**src/rtl/regfile_mem_mp.sv**
```systemverilog
// regfile_mem_mp
//   Single-clock register-file memory with NUM_RD independent read ports,
//   per-lane write masking, read latency 1 or 2, write-first forwarding,
//   out-of-range flagging and a clear state machine that zeroes the array
//   after reset and on request.
//
// Ports
//   CLK, RST_N     clock (rising edge), asynchronous active-low reset
//   CLR_REQ        request a full-array clear (ignored while BUSY)
//   BUSY           high while the clear machine runs
//   DBG_STATE      raw FSM state (0 = CLEAR, 1 = IDLE)
//   W_EN/W_MASK/W_ADDR/W_DATA  write port, W_MASK has one bit per lane
//   W_ERR          one-cycle pulse after a write to an address >= DEPTH
//   R_EN/R_ADDR    per-port read request, addresses packed ADDR_WIDTH each
//   R_DATA/R_VALID/R_ERR  per-port read result, valid pulse, range error
//
// Optional feature (macro REGFILE_PARITY_EN)
//   Adds a per-lane even-parity bit, input FORCE_PAR_ERR (invert stored
//   parity of written lanes) and output PAR_ERR (per port, aligned with
//   R_VALID, 0 on out-of-range reads).
//
// Handshake: there is no backpressure. A read is accepted on every edge
// where R_EN[p] is high and BUSY is low; its result is announced by a
// single-cycle R_VALID[p] pulse RD_LAT cycles later. R_DATA[p] only changes
// together with R_VALID[p] and holds otherwise.
module regfile_mem_mp #(
  parameter int DATA_WIDTH = 8,
  parameter int LANE_W     = 8,
  parameter int ADDR_WIDTH = 4,
  parameter int DEPTH      = 10,
  parameter int NUM_RD     = 2,
  parameter int RD_LAT     = 1,
  localparam int NUM_LANES = DATA_WIDTH / LANE_W
) (
  input  logic                         CLK,
  input  logic                         RST_N,
  input  logic                         CLR_REQ,
  output logic                         BUSY,
  output logic                         DBG_STATE,
  input  logic                         W_EN,
  input  logic [NUM_LANES-1:0]         W_MASK,
  input  logic [ADDR_WIDTH-1:0]        W_ADDR,
  input  logic [DATA_WIDTH-1:0]        W_DATA,
  output logic                         W_ERR,
`ifdef REGFILE_PARITY_EN
  input  logic                         FORCE_PAR_ERR,
  output logic [NUM_RD-1:0]            PAR_ERR,
`endif
  input  logic [NUM_RD-1:0]            R_EN,
  input  logic [NUM_RD*ADDR_WIDTH-1:0] R_ADDR,
  output logic [NUM_RD*DATA_WIDTH-1:0] R_DATA,
  output logic [NUM_RD-1:0]            R_VALID,
  output logic [NUM_RD-1:0]            R_ERR
);

  // One extra bit so DEPTH == 2**ADDR_WIDTH is representable.
  localparam logic [ADDR_WIDTH:0]   DEPTH_C   = (ADDR_WIDTH+1)'(DEPTH);
  localparam logic [ADDR_WIDTH-1:0] LAST_ADDR = ADDR_WIDTH'(DEPTH - 1);

  typedef enum logic {S_CLEAR = 1'b0, S_IDLE = 1'b1} state_t;

  state_t                  r_state, w_state_nxt;
  logic [ADDR_WIDTH-1:0]   r_clr_ptr, w_clr_ptr_nxt;
  logic                    w_idle;

  // ---------------- clear FSM ----------------
  always_ff @(posedge CLK or negedge RST_N) begin
    if (!RST_N) begin
      r_state   <= S_CLEAR;
      r_clr_ptr <= '0;
    end else begin
      r_state   <= w_state_nxt;
      r_clr_ptr <= w_clr_ptr_nxt;
    end
  end

  always_comb begin
    w_state_nxt   = r_state;
    w_clr_ptr_nxt = r_clr_ptr;
    case (r_state)
      S_CLEAR: begin
        w_clr_ptr_nxt = r_clr_ptr + 1'b1;
        if (r_clr_ptr == LAST_ADDR) begin
          w_state_nxt   = S_IDLE;
          w_clr_ptr_nxt = '0;
        end
      end
      S_IDLE: begin
        if (CLR_REQ) begin
          w_state_nxt   = S_CLEAR;
          w_clr_ptr_nxt = '0;
        end
      end
      default: begin
        w_state_nxt   = S_CLEAR;
        w_clr_ptr_nxt = '0;
      end
    endcase
  end

  assign w_idle    = (r_state == S_IDLE);
  assign BUSY      = (r_state == S_CLEAR);
  assign DBG_STATE = r_state;

  // ---------------- storage ----------------
  logic [DATA_WIDTH-1:0] r_mem [DEPTH];
  logic                  w_wr_in_range;
  logic                  w_wr_ok;

  assign w_wr_in_range = ({1'b0, W_ADDR} < DEPTH_C);
  assign w_wr_ok       = w_idle && W_EN && w_wr_in_range;

`ifdef REGFILE_PARITY_EN
  logic [NUM_LANES-1:0] r_par [DEPTH];
  logic [NUM_LANES-1:0] w_wr_par;

  always_comb begin
    w_wr_par = '0;
    for (int i = 0; i < NUM_LANES; i++)
      w_wr_par[i] = (^W_DATA[i*LANE_W +: LANE_W]) ^ FORCE_PAR_ERR;
  end
`endif

  // The array has no reset; the clear machine owns it while BUSY.
  always_ff @(posedge CLK) begin
    if (BUSY) begin
      r_mem[r_clr_ptr] <= '0;
`ifdef REGFILE_PARITY_EN
      r_par[r_clr_ptr] <= '0;
`endif
    end else if (w_wr_ok) begin
      for (int i = 0; i < NUM_LANES; i++) begin
        if (W_MASK[i]) begin
          r_mem[W_ADDR][i*LANE_W +: LANE_W] <= W_DATA[i*LANE_W +: LANE_W];
`ifdef REGFILE_PARITY_EN
          r_par[W_ADDR][i] <= w_wr_par[i];
`endif
        end
      end
    end
  end

  // ---------------- read, first stage ----------------
  // Write-first: lanes being written on this edge are taken from W_DATA.
  logic [NUM_RD-1:0]     w_rd_ok;
  logic [DATA_WIDTH-1:0] w_rd_data [NUM_RD];
`ifdef REGFILE_PARITY_EN
  logic [NUM_RD-1:0]     w_rd_perr;
`endif

  always_comb begin
`ifdef REGFILE_PARITY_EN
    logic [NUM_LANES-1:0] w_par_st;
    w_par_st  = '0;
    w_rd_perr = '0;
`endif
    for (int p = 0; p < NUM_RD; p++) begin
      w_rd_ok[p]   = ({1'b0, R_ADDR[p*ADDR_WIDTH +: ADDR_WIDTH]} < DEPTH_C);
      w_rd_data[p] = '0;
      if (w_rd_ok[p]) begin
        w_rd_data[p] = r_mem[R_ADDR[p*ADDR_WIDTH +: ADDR_WIDTH]];
`ifdef REGFILE_PARITY_EN
        w_par_st = r_par[R_ADDR[p*ADDR_WIDTH +: ADDR_WIDTH]];
`endif
        for (int i = 0; i < NUM_LANES; i++) begin
          if (w_wr_ok && W_MASK[i] && (W_ADDR == R_ADDR[p*ADDR_WIDTH +: ADDR_WIDTH])) begin
            w_rd_data[p][i*LANE_W +: LANE_W] = W_DATA[i*LANE_W +: LANE_W];
`ifdef REGFILE_PARITY_EN
            w_par_st[i] = w_wr_par[i];
`endif
          end
        end
`ifdef REGFILE_PARITY_EN
        for (int i = 0; i < NUM_LANES; i++)
          if ((^w_rd_data[p][i*LANE_W +: LANE_W]) != w_par_st[i])
            w_rd_perr[p] = 1'b1;
`endif
      end
    end
  end

  logic [NUM_RD-1:0]     r_v1, r_e1;
  logic [DATA_WIDTH-1:0] r_d1 [NUM_RD];
  logic                  r_w_err;
`ifdef REGFILE_PARITY_EN
  logic [NUM_RD-1:0]     r_pe1;
`endif

  always_ff @(posedge CLK or negedge RST_N) begin
    if (!RST_N) begin
      r_v1    <= '0;
      r_e1    <= '0;
      r_w_err <= 1'b0;
      for (int p = 0; p < NUM_RD; p++) r_d1[p] <= '0;
`ifdef REGFILE_PARITY_EN
      r_pe1   <= '0;
`endif
    end else begin
      r_w_err <= w_idle && W_EN && !w_wr_in_range;
      for (int p = 0; p < NUM_RD; p++) begin
        r_v1[p] <= w_idle && R_EN[p];
        r_e1[p] <= w_idle && R_EN[p] && !w_rd_ok[p];
        if (w_idle && R_EN[p]) r_d1[p] <= w_rd_data[p];
`ifdef REGFILE_PARITY_EN
        r_pe1[p] <= w_idle && R_EN[p] && w_rd_perr[p];
`endif
      end
    end
  end

  assign W_ERR = r_w_err;

  // ---------------- optional output register ----------------
  // Stage two only re-times stage one, so later writes cannot touch data
  // already in flight.
  if (RD_LAT == 2) begin : g_lat2
    logic [NUM_RD-1:0]     r_v2, r_e2;
    logic [DATA_WIDTH-1:0] r_d2 [NUM_RD];
`ifdef REGFILE_PARITY_EN
    logic [NUM_RD-1:0]     r_pe2;
`endif

    always_ff @(posedge CLK or negedge RST_N) begin
      if (!RST_N) begin
        r_v2 <= '0;
        r_e2 <= '0;
        for (int p = 0; p < NUM_RD; p++) r_d2[p] <= '0;
`ifdef REGFILE_PARITY_EN
        r_pe2 <= '0;
`endif
      end else begin
        r_v2 <= r_v1;
        r_e2 <= r_e1;
        for (int p = 0; p < NUM_RD; p++)
          if (r_v1[p]) r_d2[p] <= r_d1[p];
`ifdef REGFILE_PARITY_EN
        r_pe2 <= r_pe1;
`endif
      end
    end

    always_comb begin
      R_VALID = r_v2;
      R_ERR   = r_e2;
      R_DATA  = '0;
      for (int p = 0; p < NUM_RD; p++) R_DATA[p*DATA_WIDTH +: DATA_WIDTH] = r_d2[p];
    end
`ifdef REGFILE_PARITY_EN
    assign PAR_ERR = r_pe2;
`endif
  end else begin : g_lat1
    always_comb begin
      R_VALID = r_v1;
      R_ERR   = r_e1;
      R_DATA  = '0;
      for (int p = 0; p < NUM_RD; p++) R_DATA[p*DATA_WIDTH +: DATA_WIDTH] = r_d1[p];
    end
`ifdef REGFILE_PARITY_EN
    assign PAR_ERR = r_pe1;
`endif
  end

endmodule

```
**config.mk**
```make
export PLATFORM = sky130hd
export DESIGN_NAME = regfile_mem_mp
export DESIGN_NICKNAME = d
export VERILOG_FILES = /design/src/rtl/regfile_mem_mp.sv
export SDC_FILE = /design/constraint.sdc
export NUM_CORES = 1
export LEC_CHECK = 0
export ABC_AREA = 1
export CAP_MARGIN = 25
export CORE_AREA = 2 2 127 129
export CTS_BUF_LIST = sky130_fd_sc_hd__clkbuf_8
export CTS_CLUSTER_DIAMETER = 30
export DETAILED_ROUTE_END_ITERATION = 7
export DIE_AREA = 0 0 129 131
export GPL_TIMING_DRIVEN = 0
export PLACE_DENSITY = 0.55
export SLEW_MARGIN = 20
export SYNTH_ARGS = -nofsm -noshare
export SYNTH_HDL_FRONTEND = slang
export SYNTH_SLANG_ARGS = --single-unit
```
**constraint.sdc**
```tcl
create_clock -name CLK -period 3.4 [get_ports CLK]
set_input_delay 1.02 -clock CLK [delete_from_list [all_inputs] [get_ports CLK]]
set_output_delay 1.02 -clock CLK [all_outputs]
set_load 0.02 [all_outputs]
```
---- Word-level counts from Yosys, hierarchy flattened ----
Memories as Yosys holds them, arrays and structs flattened.
Index checks and enable logic that the tools add are counted.
operators by class
  add/sub/neg operators ................... 1
  $lt $le $gt $ge ......................... 3
  equality and inequality tests ........... 4
  mux-type cells .......................... 18
  bitwise operators ....................... 1
  reduce and logical (&&, ||, !) cells .... 14
operators with widths
  cell                                               count
  two-way mux 8 bit                                  5
  less-than comparator 4 bit, second input constant  3
  two-way mux 4 bit                                  3
  logical AND 1 bit                                  10
  equality test 4 bit                                2
  two-way mux 1 bit                                  8
  case mux 4 bit (2 select lines)                    1
  OR reduction 8 bit                                 1
  adder 4 x 1 -> 4 bit, second input constant        1
  equality test 4 bit, second input constant         1
  zero test 1 bit                                    3
  inequality test 2 bit, second input constant       1
  case mux 1 bit (2 select lines)                    1
  NOT 1 bit                                          1
storage, ports and cells
  bits in registers ....................... 26
  memory bits (writable) .................. 80
  bits of input ports ..................... 27
  output and inout bits ................... 23
  logic and storage cells ................. 49
  memories kept ........................... 1
memory list
  name   depth  bits a word  read ports  clocked after memory_dff  wr ports  line  text
  r_mem  10     8            2           0                         1         106   logic [DATA_WIDTH-1:0] r_mem [DEPTH];

---- Logic depth before layout (Yosys ltp) ----
  depth after elaboration ................. 7
  gate-level depth with buffers ........... 11
  depth with buffers taken out ............ 10

---- Worst setup path before layout ----
No wires, ideal clock.
  kind .................................... input-to-reg
  start ................................... input port W_ADDR[2]
  end ..................................... memory r_mem[3][0] (enable)
  arrival time ............................ 2.138 ns
  required time ........................... 3.030 ns
  slack ................................... 0.892 ns
  stages on the path ...................... 8
  path buffers ............................ 1
  cell sequence ........................... o21ai_1 -> nand2_2 -> buf_6 -> nand2_1 -> o21ai_2 -> inv_2 -> nand2_1 -> nor2_1
on the way
  longest elaborated chain between the ends .. 7
  elaborated cells on any way between the ends .. 8
ends and longest elaborated chain
  element                                                           line  text
  start, declared                                                   42    input logic [ADDR_WIDTH-1:0] W_ADDR,
  less-than comparator 4 bit                                        110   assign w_wr_in_range = ({1'b0, W_ADDR} < DEPTH_C);
  logical AND 1 bit                                                 111   assign w_wr_ok = w_idle && W_EN && w_wr_in_range;
  two-way mux 1 bit                                                 131   end else if (w_wr_ok) begin
  two-way mux 1 bit                                                 126   if (BUSY) begin
  two-way mux 1 bit (implied by the code)                           134   r_mem[W_ADDR][i*LANE_W +: LANE_W] <= W_DATA[i*LANE_W +: LANE_W];
  OR reduction 8 bit (no line)                                      -
  two-way mux 4 bit (no line) or two-way mux 1 bit (tied branches)  -
  end, declared                                                     106
Parallel ways exist; a longest one is shown, timed or not.

---- Final worst setup path ----
  start ................................... input port W_ADDR[1]
  end ..................................... memory r_mem[1][2] (enable)
The elaborated chain is that of the path after synthesis.

==> metrics.md <==
| Metric | Value |
|---|---|
| Run status | `finished, final reports clean` |
| TritonCTS clock tree | `built` |
| Register bit total from synthesis | `106` |
| DRC violations left | `0` |
| Time the worst path needs with I/O delays and setup | `3.24 ns` |
| Final Net Count | `804` |
| Synthesis warning total | `0` |
| Ratio of final minimum period to clock period | `0.952` |
| Met2 capacity usage during global routing | `0.336` |
| Sinks on the clock net | `106` |
| Combinational fraction of design power | `0.339` |
| Required @ worst endpoint | `3.42 ns` |
| Cell with the largest stage delay on the worst path | `sky130_fd_sc_hd__nor2_1` |
| Estimated wirelength of the detail-placed design | `12,900 um` |
| Min setup slack post-route | `0.163 ns` |
| Seq pwr share | `0.485` |
| Most common cell in the netlist | `sky130_fd_sc_hd__nand2_1` |
| Critical path fanouts, max | `10` |
| Top cell by count, worst path | `sky130_fd_sc_hd__nand2_1` |
| Fraction of final layout cells sized beyond drive strength 1 | `0.0692` |
| Vertical die dimension | `131 um` |
| Syn Inst Count | `714` |
| Cell type with the largest total area after synthesis | `sky130_fd_sc_hd__edfxtp_1` |
| Synthesized Nets | `743` |
| Gates resized, CTS repair | `0` |
| Top cells by area, synth | `sky130_fd_sc_hd__edfxtp_1 43%, sky130_fd_sc_hd__nand2_1 18%, sky130_fd_sc_hd__dfrtp_1 12%, sky130_fd_sc_hd__nand3_1 7.1%, sky130_fd_sc_hd__nor2_1 5.6%` |
| Post-detailed-route via-to-cell ratio | `4.96` |
| Final design utilization | `0.420` |
| Fraction of post-synthesis cell area in the top cell type by area | `0.427` |
| Wire length of the first global-routing pass | `26,800 um` |
| Fraction of power spent switching nets | `0.371` |
| Number of antenna-violating nets in the routed design | `0` |
| Setup TNS after final layout | `0 ns` |
| Iteration count of the initial detailed-routing pass | `7` |
| Count of boundary I/O pins | `50` |
| Final weighted congestion in routability-driven placement | `0.904` |
| Post-synth ARST share | `0.245` |
| Clock transition at the registers of the reported paths | `0.10 ns` |
| Design Area, Final | `6550 sq um` |
| Number of design-rule violations left by the first detailed-router iteration | `430` |
| Number of global-route vias before repair | `4,654` |
| Final count of hold timing violations | `0` |
| Number of synthesized flops with an enable pin | `80` |
| Die area | `16,900 sq um` |
| TritonCTS Buffers | `9` |
| Root buffer cell | `sky130_fd_sc_hd__clkbuf_8` |
| Post-CTS setup repair buffer count | `0` |
| Switching power total | `0.00150 W` |
| Critical path startpoint category | `input pin` |
| Number of buffers added to fix hold violations after cts | `0` |
| Maximum number of pins on one net before global-route repair | `27` |
| Highest achievable clock rate | `309 MHz` |
| Average wire per standard cell | `17.9 um` |
| P_int | `0.00255 W` |
| Num rows | `46` |
| Worst reg-to-reg setup slack | `0.85 ns` |
| Starting utilization of the core area | `0.361` |
| Area growth from synthesis to layout | `16.5%` |
| Worst hold-check slack | `0.490 ns` |
| GR met1 Demand/Resource | `0.306` |
| Crit path arrival time | `3.26 ns` |
| Core area | `15,600 sq um` |
| Largest incremental delay on the critical path | `0.80 ns` |
| Maximum ir drop on the vdd rail | `0.213 mV` |
| Setup repair after global routing missed its margin | `no` |
| Clock share of power | `0.177` |
| Bufs on Longest Clock Path | `2` |
| Prevailing post-synth register cell | `sky130_fd_sc_hd__edfxtp_1` |
| Tightest Pin Transition | `1.08 ns` |
| Combined area of all synthesized cells | `5630 sq um` |
| Total number of vias | `4,944` |
| Maximum clock skew at final layout | `0.0149 ns` |
| Type of the worst setup path | `in -> reg` |
| Initial antenna violation count | `0` |
| Crit path capture type | `flop` |
| CP Cell Sequence | `clkdlybuf4s50_1 -> o21ai_1 -> nand2_2 -> buf_6 -> nand2_1 -> o21ai_2 -> nand2_1 -> nor2_1` |
| Total Routing Usage GR | `0.217` |
| Most heavily used metal layer in global routing | `met2` |
| Cell area reported after detailed placement | `6380 sq um` |
| X dimension of the die | `129 um` |
| Area of the multi-input gates | `2160 sq um` |
| Number of distinct library cell variants in the gate-level netlist after synthesis | `26` |
| Relative slew slack | `0.275` |
| Leakage component of the power | `3.01 nW` |
| Setup Slack @ Placement | `-0.243 ns` |
| Number of slew-limit violations in the final report | `0` |
| Worst-skew pair later-pin latency | `0.40 ns` |
| Count of H-tree levels built during CTS | `3` |
| Fraction of the yosys area taken by sequential cells | `0.543` |
| Count of antenna diodes in the layout | `0` |
| Register area | `3050 sq um` |
| Power per cell area | `618 nW/um^2` |
| Port bufs | `49` |
| Finish-stage setup viols | `0` |
| Leading cell types by count after synthesis | `275 x sky130_fd_sc_hd__nand2_1, 84 x sky130_fd_sc_hd__nor2_1, 80 x sky130_fd_sc_hd__edfxtp_1, 80 x sky130_fd_sc_hd__nand3_1, 66 x sky130_fd_sc_hd__inv_1` |
| Type of the tightest min-delay check | `reg -> reg` |
| Number of filler cells placed in the layout | `1,571` |
| Global route total overflow | `0` |
| Mean instance size in the synthesized netlist | `7.88 sq um` |
| Detailed-route wire length | `17,800 um` |
| Max-Cap Viols | `0` |
| GR met3 Demand/Resource | `0.0318` |
==> per-layer routing <==
layer	share of wire	wire length, um	vias to the layer above
met3	0.061	1080	32
met4	0.028	499	0
met1	0.45	8080	2334
met5	0	0	-
li1	-	-	2391
met2	0.46	8120	187
==> worst max-delay path, delay by kind of cell <==
kind,cells,cell delay (ns)
compound gates,2,0.22
buf+inv,2,0.80
simple gates,4,1.20
==> cells in the final DEF (no fill, tap or decap) <==
cell,count
sky130_fd_sc_hd__nor3_1,1
sky130_fd_sc_hd__o22ai_1,3
sky130_fd_sc_hd__clkinv_2,1
sky130_fd_sc_hd__o21ai_1,5
sky130_fd_sc_hd__nor2_2,3
sky130_fd_sc_hd__buf_2,18
sky130_fd_sc_hd__inv_2,10
sky130_fd_sc_hd__o21ai_0,17
sky130_fd_sc_hd__nor2_4,3
sky130_fd_sc_hd__nand2_2,2
sky130_fd_sc_hd__o211ai_1,2
sky130_fd_sc_hd__dfrtp_1,26
sky130_fd_sc_hd__o21ai_2,1
sky130_fd_sc_hd__nand3_2,1
sky130_fd_sc_hd__buf_4,1
sky130_fd_sc_hd__clkdlybuf4s50_1,48
sky130_fd_sc_hd__a21oi_1,19
sky130_fd_sc_hd__edfxtp_1,80
sky130_fd_sc_hd__ha_1,2
sky130_fd_sc_hd__inv_1,68
sky130_fd_sc_hd__buf_6,1
sky130_fd_sc_hd__clkbuf_8,9
sky130_fd_sc_hd__nand3_1,80
sky130_fd_sc_hd__nand3b_1,2
sky130_fd_sc_hd__nand2_1,275
sky130_fd_sc_hd__clkbuf_1,9
sky130_fd_sc_hd__or2_2,1
sky130_fd_sc_hd__clkinvlp_4,3
sky130_fd_sc_hd__clkinv_1,1
sky130_fd_sc_hd__xor2_1,3
sky130_fd_sc_hd__xnor2_1,1
sky130_fd_sc_hd__nor2_1,84
==> state kept, by name, indices dropped and copies added, names as in the netlist <==
register / count
r_mem: 80
R_DATA: 16
r_clr_ptr: 4
R_ERR: 2
R_VALID: 2
DBG_STATE: 1
W_ERR: 1
==> layout make-up <==
| cell class | count | area share |
|---|---|---|
| plain buffers | 27 | 0.0199 |
| clock buffers | 9 | 0.0189 |
| clock inverters | 7 | 0.00592 |
| inverters | 76 | 0.0435 |
| multi-input cells | 505 | 0.329 |
| flip-flops and latches | 106 | 0.466 |
| well taps | 216 | 0.0413 |
| repair buffers | 50 | 0.0752 |
==> metrics by stage <==
stage               total power (W)  cells
floorplan                   0.00280    714
global route                0.00431    996
finish                      0.00405    996
detailed placement          0.00337    979
CTS                         0.00407    995
global placement            0.00334    979
==> worst paths after layout <==
check,start,endpoint,cells past startpoint
max in group asynchronous,RST_N,r_clr_ptr[1],1
worst max register to register,DBG_STATE,r_mem[1][2],9
min in group asynchronous,RST_N,R_DATA[7],1
worst min register to register,R_DATA[15],R_DATA[15],2
worst max-delay path,W_ADDR[1],r_mem[1][2],8
worst min-delay path,R_DATA[15],R_DATA[15],2
==> cell families after synthesis <==
group,synth area share
compound gates,0.0440
xor+xnor,0.00623
fa+ha+maj,0.00445
buf+inv,0.0738
flops,0.543
simple gates,0.329
==> power by group through the flow <==
stage	registers [W]	clock network, W	logic, W
global placement	0.00198	0	0.00136
global route	0.00201	0.000774	0.00153
detailed placement	0.00200	0	0.00137
floorplan	0.00209	0	0.000711
CTS	0.00197	0.000727	0.00138
finish	0.00196	0.000715	0.00137
Power figures use the tool's default switching activity.
